## src/rtl/double_ask_pkg.sv

```systemverilog
// Shared defaults and helpers for the 2ASK loopback modem.
package double_ask_pkg;

    localparam int DATA_W      = 16;
    localparam int SYM_CYCLES  = 50;
    localparam int CARRIER_DIV = 10;
    localparam int THRESH      = SYM_CYCLES / 4;

    // Width large enough to hold a full-symbol count without wrapping.
    function automatic int acc_width(input int sym_cycles);
        return $clog2(sym_cycles + 1);
    endfunction

endpackage

```

## src/rtl/double_ask_top_ask_demod.sv

```systemverilog
// Integrate-and-dump demodulator: counts high samples per symbol window and thresholds.
module ask_demod
    import double_ask_pkg::*;
#(
    parameter int SYM_CYCLES = double_ask_pkg::SYM_CYCLES,
    parameter int THRESH     = double_ask_pkg::THRESH
) (
    input  logic clk,
    input  logic rst,
    input  logic ask_mod,
    input  logic window_end,
    output logic data_out,
    output logic data_valid
);

    localparam int ACC_W = acc_width(SYM_CYCLES);

    logic [ACC_W-1:0] acc_p1;
    logic [ACC_W-1:0] sum_p0;

    // The final sample of the window takes part in the decision.
    assign sum_p0 = acc_p1 + ACC_W'(ask_mod);

    always_ff @(posedge clk) begin
        if (rst) begin
            acc_p1     <= '0;
            data_out   <= 1'b0;
            data_valid <= 1'b0;
        end else if (window_end) begin
            acc_p1     <= '0;
            data_out   <= (sum_p0 >= ACC_W'(THRESH));
            data_valid <= 1'b1;
        end else begin
            acc_p1     <= sum_p0;
            data_valid <= 1'b0;
        end
    end

endmodule

```

## src/rtl/double_ask_top.sv

```systemverilog
// 2ASK loopback top: timing, frame serialiser, OOK modulator, internal demodulator.
// Define DOUBLE_ASK_MOD_OUT_EN to expose the registered modulated signal on ask_mod_o.
module double_ask_top
    import double_ask_pkg::*;
#(
    parameter int DATA_W      = double_ask_pkg::DATA_W,
    parameter int SYM_CYCLES  = double_ask_pkg::SYM_CYCLES,
    parameter int CARRIER_DIV = double_ask_pkg::CARRIER_DIV,
    parameter int THRESH      = double_ask_pkg::THRESH
) (
    input  logic              sys_clk,
    input  logic              sys_rst,
    input  logic [DATA_W-1:0] data_in,
    output logic              data_out,
    output logic              data_valid
`ifdef DOUBLE_ASK_MOD_OUT_EN
    ,
    output logic              ask_mod_o
`endif
);

    localparam int SYM_W = $clog2(SYM_CYCLES);
    localparam int BIT_W = $clog2(DATA_W);
    localparam int CAR_W = $clog2(CARRIER_DIV);

    localparam logic [SYM_W-1:0] SYM_LAST = SYM_W'(SYM_CYCLES - 1);
    localparam logic [BIT_W-1:0] BIT_LAST = BIT_W'(DATA_W - 1);
    localparam logic [CAR_W-1:0] CAR_LAST = CAR_W'(CARRIER_DIV - 1);
    localparam logic [CAR_W-1:0] CAR_HALF = CAR_W'(CARRIER_DIV / 2);

    logic [SYM_W-1:0]  sym_cnt;
    logic [BIT_W-1:0]  bit_cnt;
    logic [CAR_W-1:0]  car_cnt;
    logic [DATA_W-1:0] tx_shift;
    logic              sym_end;
    logic              frame_start;
    logic              carrier;
    logic              tx_bit;
    logic              ask_mod_p1;
    logic              window_end_p1;

    assign sym_end     = (sym_cnt == SYM_LAST);
    assign frame_start = (sym_cnt == '0) && (bit_cnt == '0);
    assign carrier     = (car_cnt < CAR_HALF);
    // On the load cycle the new word's MSB is used directly so the first symbol is full length.
    assign tx_bit      = frame_start ? data_in[DATA_W-1] : tx_shift[DATA_W-1];

    always_ff @(posedge sys_clk) begin
        if (sys_rst) begin
            sym_cnt  <= '0;
            bit_cnt  <= '0;
            car_cnt  <= '0;
            tx_shift <= '0;
        end else begin
            sym_cnt <= sym_end ? '0 : sym_cnt + 1'b1;
            if (sym_end) begin
                bit_cnt <= (bit_cnt == BIT_LAST) ? '0 : bit_cnt + 1'b1;
            end
            // Carrier restarts each symbol so every symbol sees the same phase.
            car_cnt <= (sym_end || car_cnt == CAR_LAST) ? '0 : car_cnt + 1'b1;
            if (frame_start) begin
                tx_shift <= data_in;
            end else if (sym_end && bit_cnt != BIT_LAST) begin
                tx_shift <= {tx_shift[DATA_W-2:0], 1'b0};
            end
        end
    end

    // p0 -> p1: modulator register and matching one-cycle-delayed symbol window
    always_ff @(posedge sys_clk) begin
        if (sys_rst) begin
            ask_mod_p1    <= 1'b0;
            window_end_p1 <= 1'b0;
        end else begin
            ask_mod_p1    <= tx_bit & carrier;
            window_end_p1 <= sym_end;
        end
    end

    ask_demod #(
        .SYM_CYCLES(SYM_CYCLES),
        .THRESH    (THRESH)
    ) u_demod (
        .clk       (sys_clk),
        .rst       (sys_rst),
        .ask_mod   (ask_mod_p1),
        .window_end(window_end_p1),
        .data_out  (data_out),
        .data_valid(data_valid)
    );

`ifdef DOUBLE_ASK_MOD_OUT_EN
    assign ask_mod_o = ask_mod_p1;
`endif

endmodule

```

## config.mk

```make
export PLATFORM = sky130hd
export DESIGN_NAME = double_ask_top
export DESIGN_NICKNAME = d
export VERILOG_FILES = /design/src/rtl/double_ask_pkg.sv /design/src/rtl/double_ask_top_ask_demod.sv /design/src/rtl/double_ask_top.sv
export SDC_FILE = /design/constraint.sdc
export NUM_CORES = 1
export LEC_CHECK = 0
export CAP_MARGIN = 20
export CORE_MARGIN = 5
export CORE_UTILIZATION = 50
export CTS_CLUSTER_DIAMETER = 60
export DETAILED_ROUTE_END_ITERATION = 8
export PLACE_DENSITY = 0.75
export RECOVER_POWER = 50
export SYNTH_ARGS = -nofsm -noshare
export SYNTH_HDL_FRONTEND = slang
export SYNTH_SLANG_ARGS = --single-unit
```

## constraint.sdc

```tcl
create_clock -name sys_clk -period 1.4 [get_ports sys_clk]
set_input_delay 0.28 -clock sys_clk [delete_from_list [all_inputs] [get_ports sys_clk]]
set_output_delay 0.28 -clock sys_clk [all_outputs]
set_load 0.005 [all_outputs]
```

# After elaboration in Yosys (flattened, before gate mapping)
# Cells that the tools add are included.
totals:
  ff_bits: 40
  inputBits: 18
  output_inout_bits: 2
  elab_cells: 34
op_classes:
  add_sub_neg: 4
  magnitude_cmp: 2
  eq_ne: 4
  mux: 5
  bitwise: 1
  n_reduce_logical: 9
op_table:
  columns: ["op", "n"]
  rows:
  - ["2-to-1 mux 16 bit", 2]
  - ["adder 4 x 1 -> 4 bit, second input constant", 2]
  - ["equality test 4 bit, second input constant", 2]
  - ["adder 6 x 1 -> 6 bit", 1]
  - ["adder 6 x 1 -> 6 bit, second input constant", 1]
  - ["equality test 6 bit, second input constant", 1]
  - [">= comparator 6 x 4 -> 1 bit, second input constant", 1]
  - ["logical NOT 6 bit", 1]
  - ["OR reduction 2 bit", 3]
  - ["logical NOT 4 bit", 1]
  - ["less-than comparator 4 x 3 -> 1 bit, second input constant", 1]
  - ["2-to-1 mux 4 bit", 1]
  - ["!= test 4 bit, second input constant", 1]
  - ["logical AND 1 bit", 2]
  - ["2-to-1 mux 1 bit", 2]
  - ["nonzero test 2 bit", 1]
  - ["AND 1 bit", 1]
  - ["logical OR 1 bit", 1]

# Logic depth before layout (Yosys ltp)
# Gate-level depths: netlist of run 1.
depth:
  ltp_word: 4
  ltp_mapped: 7
  depth_no_buf: 6

# Hierarchy
# From an unflattened synthesis of run 1, not the netlist that was laid out.
hier_totals:
  cells_unflattened: 208
  area_unflattened_um2: 1804.2
modules_own_cells:
  columns: ["module", "instances", "cells_each", "area_each_um2", "seq_area_each_um2"]
  rows:
  - ["double_ask_top", 1, 172, 1446.4, 640.6]
  - ["ask_demod", 1, 36, 357.8, 160.2]

# Least setup slack after synthesis of run 1
# OpenSTA, ideal clock, no wires.
synth_timing:
  path_type: "reg-to-reg"
  from: "register sym_cnt[0]"
  to: "register tx_shift[10]"
  setup_ps: 86
  arrival_time_ps: 1388
  path_slack_ps: -73
  path_stages_with_launch: 8
  n_path_buf: 1
  period_less_slack_ps: 1473
  cell_sequence: "dfxtp_1 -> inv_1 -> ha_1 -> nor4b_1 -> nand2_1 -> clkbuf_1 -> nor2_1 -> a211oi_1"
synth_via:
  elab_chain_len: 3
synth_rtl:
  columns: ["item", "line_no", "text"]
  rows:
  - ["start, declared", "double_ask_top.sv:31", "logic [SYM_W-1:0] sym_cnt;"]
  - ["start signal, assigned", "double_ask_top.sv:55", "sym_cnt <= sym_end ? '0 : sym_cnt + 1'b1;"]
  - ["equality test 6 bit / logical NOT 6 bit (equally long branches)", "double_ask_top.sv:42, double_ask_top.sv:43", null]
  - ["logical AND 1 bit (on tied branches)", "double_ask_top.sv:63, double_ask_top.sv:43", null]
  - ["nonzero test 2 bit (no line) / 2-to-1 mux 16 bit (equally long branches)", null, null]
  - ["end signal, assigned", "double_ask_top.sv:62", "tx_shift <= data_in;"]
  - ["end signal, assigned", "double_ask_top.sv:64", "tx_shift <= {tx_shift[DATA_W-2:0], 1'b0};"]
  - ["end, declared", "double_ask_top.sv:34", "logic [DATA_W-1:0] tx_shift;"]
# Parallel ways exist; a longest one is shown, timed or not.
# A chain may end at the register's enable or synchronous reset.

# Final worst setup path of run 1
layout_timing:
  from: "register sym_cnt[3]"
  to: "register tx_shift[12]"
# Same word-level chain as after synthesis.

==> summary.md, run 1 <==
| Metric | Value |
|---|---|
| Outcome | complete, but fails checks |
| Failing checks | negative setup slack |
| Htree depth | 2 |
| Vias in the first global route | 1575 |
| Final count of negative-setup-slack endpoints | 15 |
| Core Util, Final | 0.7429 |
| Register area share after synthesis | 0.4387 |
| Ys Warns | 0 |
| CP Launch Type | flop |
| Die Footprint | 0.004960 mm² |
| DIE HEIGHT | 70.43 µm |
| Logic gate share of total power | 0.185 |
| CTS clk-pin slew, worst paths | 80 ps |
| First-pass GRT wire length | 7231 µm |
| P per Cell Area | 927.4 mW/mm² |
| Sw Share | 0.2754 |
| Final clock skew | 9.808 ps |
| Post-Syn Area | 0.001826 mm² |
| P_sw | 0.6842 mW |
| HP Class | reg -> reg |
| Ratio of final minimum period to clock period | 1.075 |
| Port buffer count | 19 |
| Die X | 70.43 µm |
| TritonCTS buffer count | 5 |
| CP max FO | 5 |
| Core area | 0.003606 mm² |
| Leak Pwr | 1.104 nW |
| Post-detail-place hpwl | 2574 µm |
| Final hold violation count | 0 |
| Max-slew violations | 0 |
| Setup crit end kind | flop |
| Setup repair after global routing missed its margin | yes |
| # hold bufs at CTS | 0 |
| Max cap viols | 0 |
| Root Driver | clkbuf_8 |
| Synth unique cells | 29 |
| FP Rows | 22 |
| Layout cells sized above 1 | 0.3770 |
| PnR worst setup slack | -105.1 ps |
| Share of power burned in registers | 0.516 |
| Ys async rst share | 0 |
| Synth Area per Inst | 9.362 µm² |
| Fin cells | 292 |
| # DRC | 0 |
| Maximum VDD drop | 0.0007886 V |
| Initial antenna violation count | 0 |
| Post-synthesis register bit count | 40 |
| IO Pins | 20 |
| Commonest non-fill, non-tap cells in the layout | dfxtp_1 (32), nor2_1 (27), buf_4 (17) |
| Crit path kind | reg -> reg |
| Worst-skew pair later-pin latency | 300 ps |
| Max Freq | 664.4 MHz |
| First DRT Iteration DRCs | 45 |
| EDFF count, synth | 0 |
| Starting Density | 0.5062 |
| Final GP Congestion | 0.7926 |
| TritonCTS clock tree | built |
| Largest net degree at the start of global routing | 13 |
| Placed cells | 275 |
| DR vias/cell | 5.346 |
| Tightest Pin Transition | 327.9 ps |
| DR vias | 1561 |
| Slew margin rel. | 0.7811 |
| # diodes | 0 |
| GRT overflow | 0 |
| P_int | 1.800 mW |
| Most common cell after layout, fill and taps aside | dfxtp_1 |
| Clock share of power | 0.299 |
| Clock period minus worst slack | 1505 ps |
| Clock sinks | 40 |
| Mapped Nets | 223 |
| Routed Antenna Nets | 0 |
| Ys flop type | dfxtp_1 |
| DRT Wirelength | 4595 µm |
| WL/cell | 15.74 µm |
| First drt pass iteration count | 5 |
| Nets | 272 |
| Critical Path AT | 1710 ps |
| GRT Util Overall | 0.1856 |
| Syn Inst Count | 195 |
| Layout area overhead | 46.74% |
| WP data required | 1600 ps |
| Clk buf depth | 2 |
-- worst max-delay path, cell delays in order, from the launching register on --
cell      delay (ps)
dfxtp_2          330
and4bb_4         360
nand3_4          150
buf_12           180
mux2i_1          130
a211oi_1         250
-- metrics by stage --
stage	worst slack, ps	TNS (ps)	instance area, µm²	total power [mW]	hold slack, ps
3_3_place_gp	-37.70	-92.47	2213	1.596	455.7
3_5_place_dp	-244.7	-1671	2213	1.611	462.8
4_1_cts	-74.42	-214.0	2539	2.411	473.3
2_1_floorplan	5.997	0	1829	1.472	442.8
6_report	-105.1	-476.6	2679	2.484	503.7
5_1_grt	-142.8	-1390	2679	2.579	534.5
-- repair_timing --
item | CTS | global route
buffers inserted | 2 | 3
pin swaps | 16 | 7
gates resized for setup | 42 | 33
endpoints found under the setup margin | 19 | 21
gates cloned | 5 | 0
-- cell families after synthesis --
family | count (synthesis) | share of synthesized area
flip-flops | 40 | 0.4387
buffers and inverters | 19 | 0.05209
AO/OA/AOI/OAI | 28 | 0.1035
multiplexers | 18 | 0.1001
AND/OR/NAND/NOR | 69 | 0.1844
XOR/XNOR | 11 | 0.05277
adder cells (fa/ha/maj) | 10 | 0.06854
-- registers in the layout, summed over array words and instances (netlist names) --
| register | count |
|---|---|
| tx_shift | 16 |
| ask_mod_p1 | 1 |
| u_demod.data_out | 1 |
| window_end_p1 | 1 |
| bit_cnt | 4 |
| car_cnt | 4 |
| u_demod.acc_p1 | 6 |
| u_demod.data_valid | 1 |
| sym_cnt | 6 |
-- cell type report --
class	count	area [µm²]
multi-input cells	136	1162
fillers	245	927.1
flip-flops and latches	40	810.8
repair buffers	52	530.5
clock buffers	5	68.82
well taps	48	60.06
inverters	9	33.78
clock inverters	2	12.51
-- synth_stat cells, types with 2 or more instances --
library cell / n / area [µm²]
dfxtp_1: 40 / 800.8
nor2_1: 32 / 120.1
a211oi_1: 16 / 120.1
mux2i_1: 16 / 160.2
ha_1: 10 / 125.1
nand2_1: 10 / 37.54
inv_1: 9 / 33.78
nand3_1: 9 / 45.04
clkbuf_1: 8 / 30.03
a21oi_1: 6 / 30.03
xnor2_1: 6 / 52.55
nor3_1: 5 / 25.02
xor2_1: 5 / 43.79
o21ai_0: 4 / 20.02
nor3b_1: 3 / 22.52
mux2_2: 2 / 22.52
nor4b_1: 2 / 17.52
-- metal layers --
metal	vias up	global-route usage	part of all wire
met5	-	0	0
met3	8	0.05612	0.028
met1	764	0.2097	0.43
met4	0	0.06383	0.019
met2	24	0.3274	0.53
li1	765	-	-
-- path summary, 6_finish.rpt --
check              from      endpoint  slack [ps]  cells past startpoint
max reg2reg  sym_cnt[3]  tx_shift[12]        -110                      5
min          car_cnt[3]    ask_mod_p1         500                      1
min reg2reg  car_cnt[3]    ask_mod_p1         500                      1
max          sym_cnt[3]  tx_shift[12]        -110                      5
-- power by group through the flow --
stage	clock (mW)	combinational, mW	sequential (mW)
after detailed placement	0	0.323	1.29
after global placement	0	0.310	1.29
final	0.744	0.460	1.28
after global routing	0.796	0.498	1.29
after CTS	0.741	0.406	1.26
after floorplan	0	0.194	1.28
Power figures use the tool's default switching activity.
==> run 2, diff against run 1 <==
Settings changed: REMOVE_ABC_BUFFERS from default to 1.
==> summary.md, run 2 (synthesized netlist as in run 1, its figures left out) <==
| Metric | Value |
|---|---|
| Outcome | complete, but fails checks |
| Failing checks | negative setup slack |
| Core area | 0.003606 mm² |
| Post-layout instance area | 0.002570 mm² |
| Clk buf depth | 2 |
| Leak Pwr | 1.107 nW |
| DRT Wirelength | 4229 µm |
| Routed Antenna Nets | 0 |
| IO Pins | 20 |
| DR vias | 1516 |
| Commonest non-fill, non-tap cells in the layout | dfxtp_1 (33), nor2_1 (30), buf_4 (18) |
| First drt pass iteration count | 4 |
| First-pass GRT wire length | 6430 µm |
| Layout area overhead | 40.78% |
| Setup crit end kind | flop |
| Slew margin rel. | 0.7464 |
| # diodes | 0 |
| Maximum VDD drop | 0.0006559 V |
| Die X | 70.43 µm |
| TritonCTS clock tree | built |
| Root Driver | clkbuf_8 |
| TritonCTS buffer count | 5 |
| Final hold violation count | 0 |
| DR vias/cell | 5.319 |
| GRT Util Overall | 0.1641 |
| GRT overflow | 0 |
| Htree depth | 2 |
| Biggest register | tx_shift |
| WP data required | 1610 ps |
| Worst-skew pair later-pin latency | 290 ps |
| Hold_ws | 493.3 ps |
| Final count of negative-setup-slack endpoints | 16 |
| CP Cell Sequence | and4bb_4 -> nand3_4 -> buf_6 -> mux2i_1 -> a211oi_2 |
| Port buffer count | 19 |
| Critical Path AT | 1700 ps |
| Layout cells sized above 1 | 0.2954 |
| Max cap viols | 0 |
| DIE HEIGHT | 70.43 µm |
| Clock sinks | 40 |
| Slowest cell delay on critical path | 380 ps |
| # DRC | 0 |
| Setup repair after global routing missed its margin | yes |
| Worst path slowest cell | and4bb_4 |
| Starting Density | 0.5062 |
| Post-detail-place hpwl | 2377 µm |
| WL/cell | 14.84 µm |
| Ratio of final minimum period to clock period | 1.060 |
| Max FFs per register | 16 |
| Placed cells | 274 |
| CTS clk-pin slew, worst paths | 80 ps |
| Max Freq | 673.9 MHz |
| Largest net degree at the start of global routing | 25 |
| Crit path kind | reg -> reg |
| Max-slew violations | 0 |
| HP Class | reg -> reg |
| Die Footprint | 0.004960 mm² |
| Dpl cell area | 0.002205 mm² |
| Nets | 265 |
| First DRT Iteration DRCs | 91 |
| Final GP Congestion | 0.8138 |
| Fin cells | 285 |
| CP max FO | 4 |
| PnR worst setup slack | -83.88 ps |
| FP Rows | 22 |
| Vias in the first global route | 1445 |
| Biggest regs | tx_shift: 16 flops, sym_cnt: 6 flops, u_demod.acc_p1: 6 flops |
| P per Cell Area | 1081 mW/mm² |
| Clock period minus worst slack | 1484 ps |
| Initial antenna violation count | 0 |
| Final clock skew | 9.860 ps |
| Tightest Pin Transition | 380.4 ps |
| Most common cell after layout, fill and taps aside | dfxtp_1 |
| CP Launch Type | flop |
run 2: path summary, 6_finish.rpt:
path,slack [ps],from,to,cells past startpoint
setup / recovery,-80,sym_cnt[2],tx_shift[1],5
hold / removal,490,u_demod.data_out,u_demod.data_out,2
setup reg to reg,-80,sym_cnt[2],tx_shift[1],5
hold reg to reg,490,u_demod.data_out,u_demod.data_out,2
run 2: final cells by class:
cell class,instances,area [µm²]
sequential,40,809.5
clock buffer,5,68.82
inverter,9,33.78
multi-input combinational,136,1089
clock inverter,2,60.06
timing repair buffer,45,449.2
tap,48,60.06
fill,263,1036
run 2: per-layer routing:
| layer | global-route usage | share of wire | up-vias |
|---|---|---|---|
| li1 | - | - | 752 |
| met1 | 0.1877 | 0.41 | 727 |
| met2 | 0.2796 | 0.53 | 27 |
| met3 | 0.04173 | 0.031 | 10 |
| met4 | 0.08298 | 0.024 | 0 |
| met5 | 0 | 0 | - |
run 2: power by group:
group / leakage, nW / switching (mW) / total (mW) / internal [mW]
logic: 0.711 / 0.187 / 0.407 / 0.219
clock network: 0.0642 / 0.395 / 1.10 / 0.702
registers: 0.331 / 0.0544 / 1.27 / 1.22
run 2: timing repair:
| item | in CTS | in global routing |
|---|---|---|
| endpoints found under the setup margin | 19 | 29 |
| hold buffers | 0 | 0 |
| buffers inserted | 2 | 1 |
| endpoints found under the hold margin | 0 | 0 |
| pin swaps | 19 | 7 |
| gates cloned | 1 | 0 |
| gates resized for setup | 29 | 27 |
run 2: per-stage QoR:
step                power, mW  utilization  TNS, ps  worst slack, ps
CTS                     2.717       0.6877   -234.3           -86.57
global placement        1.592       0.6114   -955.8           -82.66
global route            2.891       0.7127    -1917           -143.2
floorplan               1.452            -    -4359           -431.6
detailed placement      1.603       0.6114    -1665           -140.2
finish                  2.777       0.7127   -545.5           -83.88
run 2: critical path: cells and delay by family, from the launching register on:
family,cells,cell delay (ps)
AOI/OAI and AO/OA,1,230
buffers and inverters,1,170
DFF,1,350
muxes,1,140
and+or+nand+nor,2,520
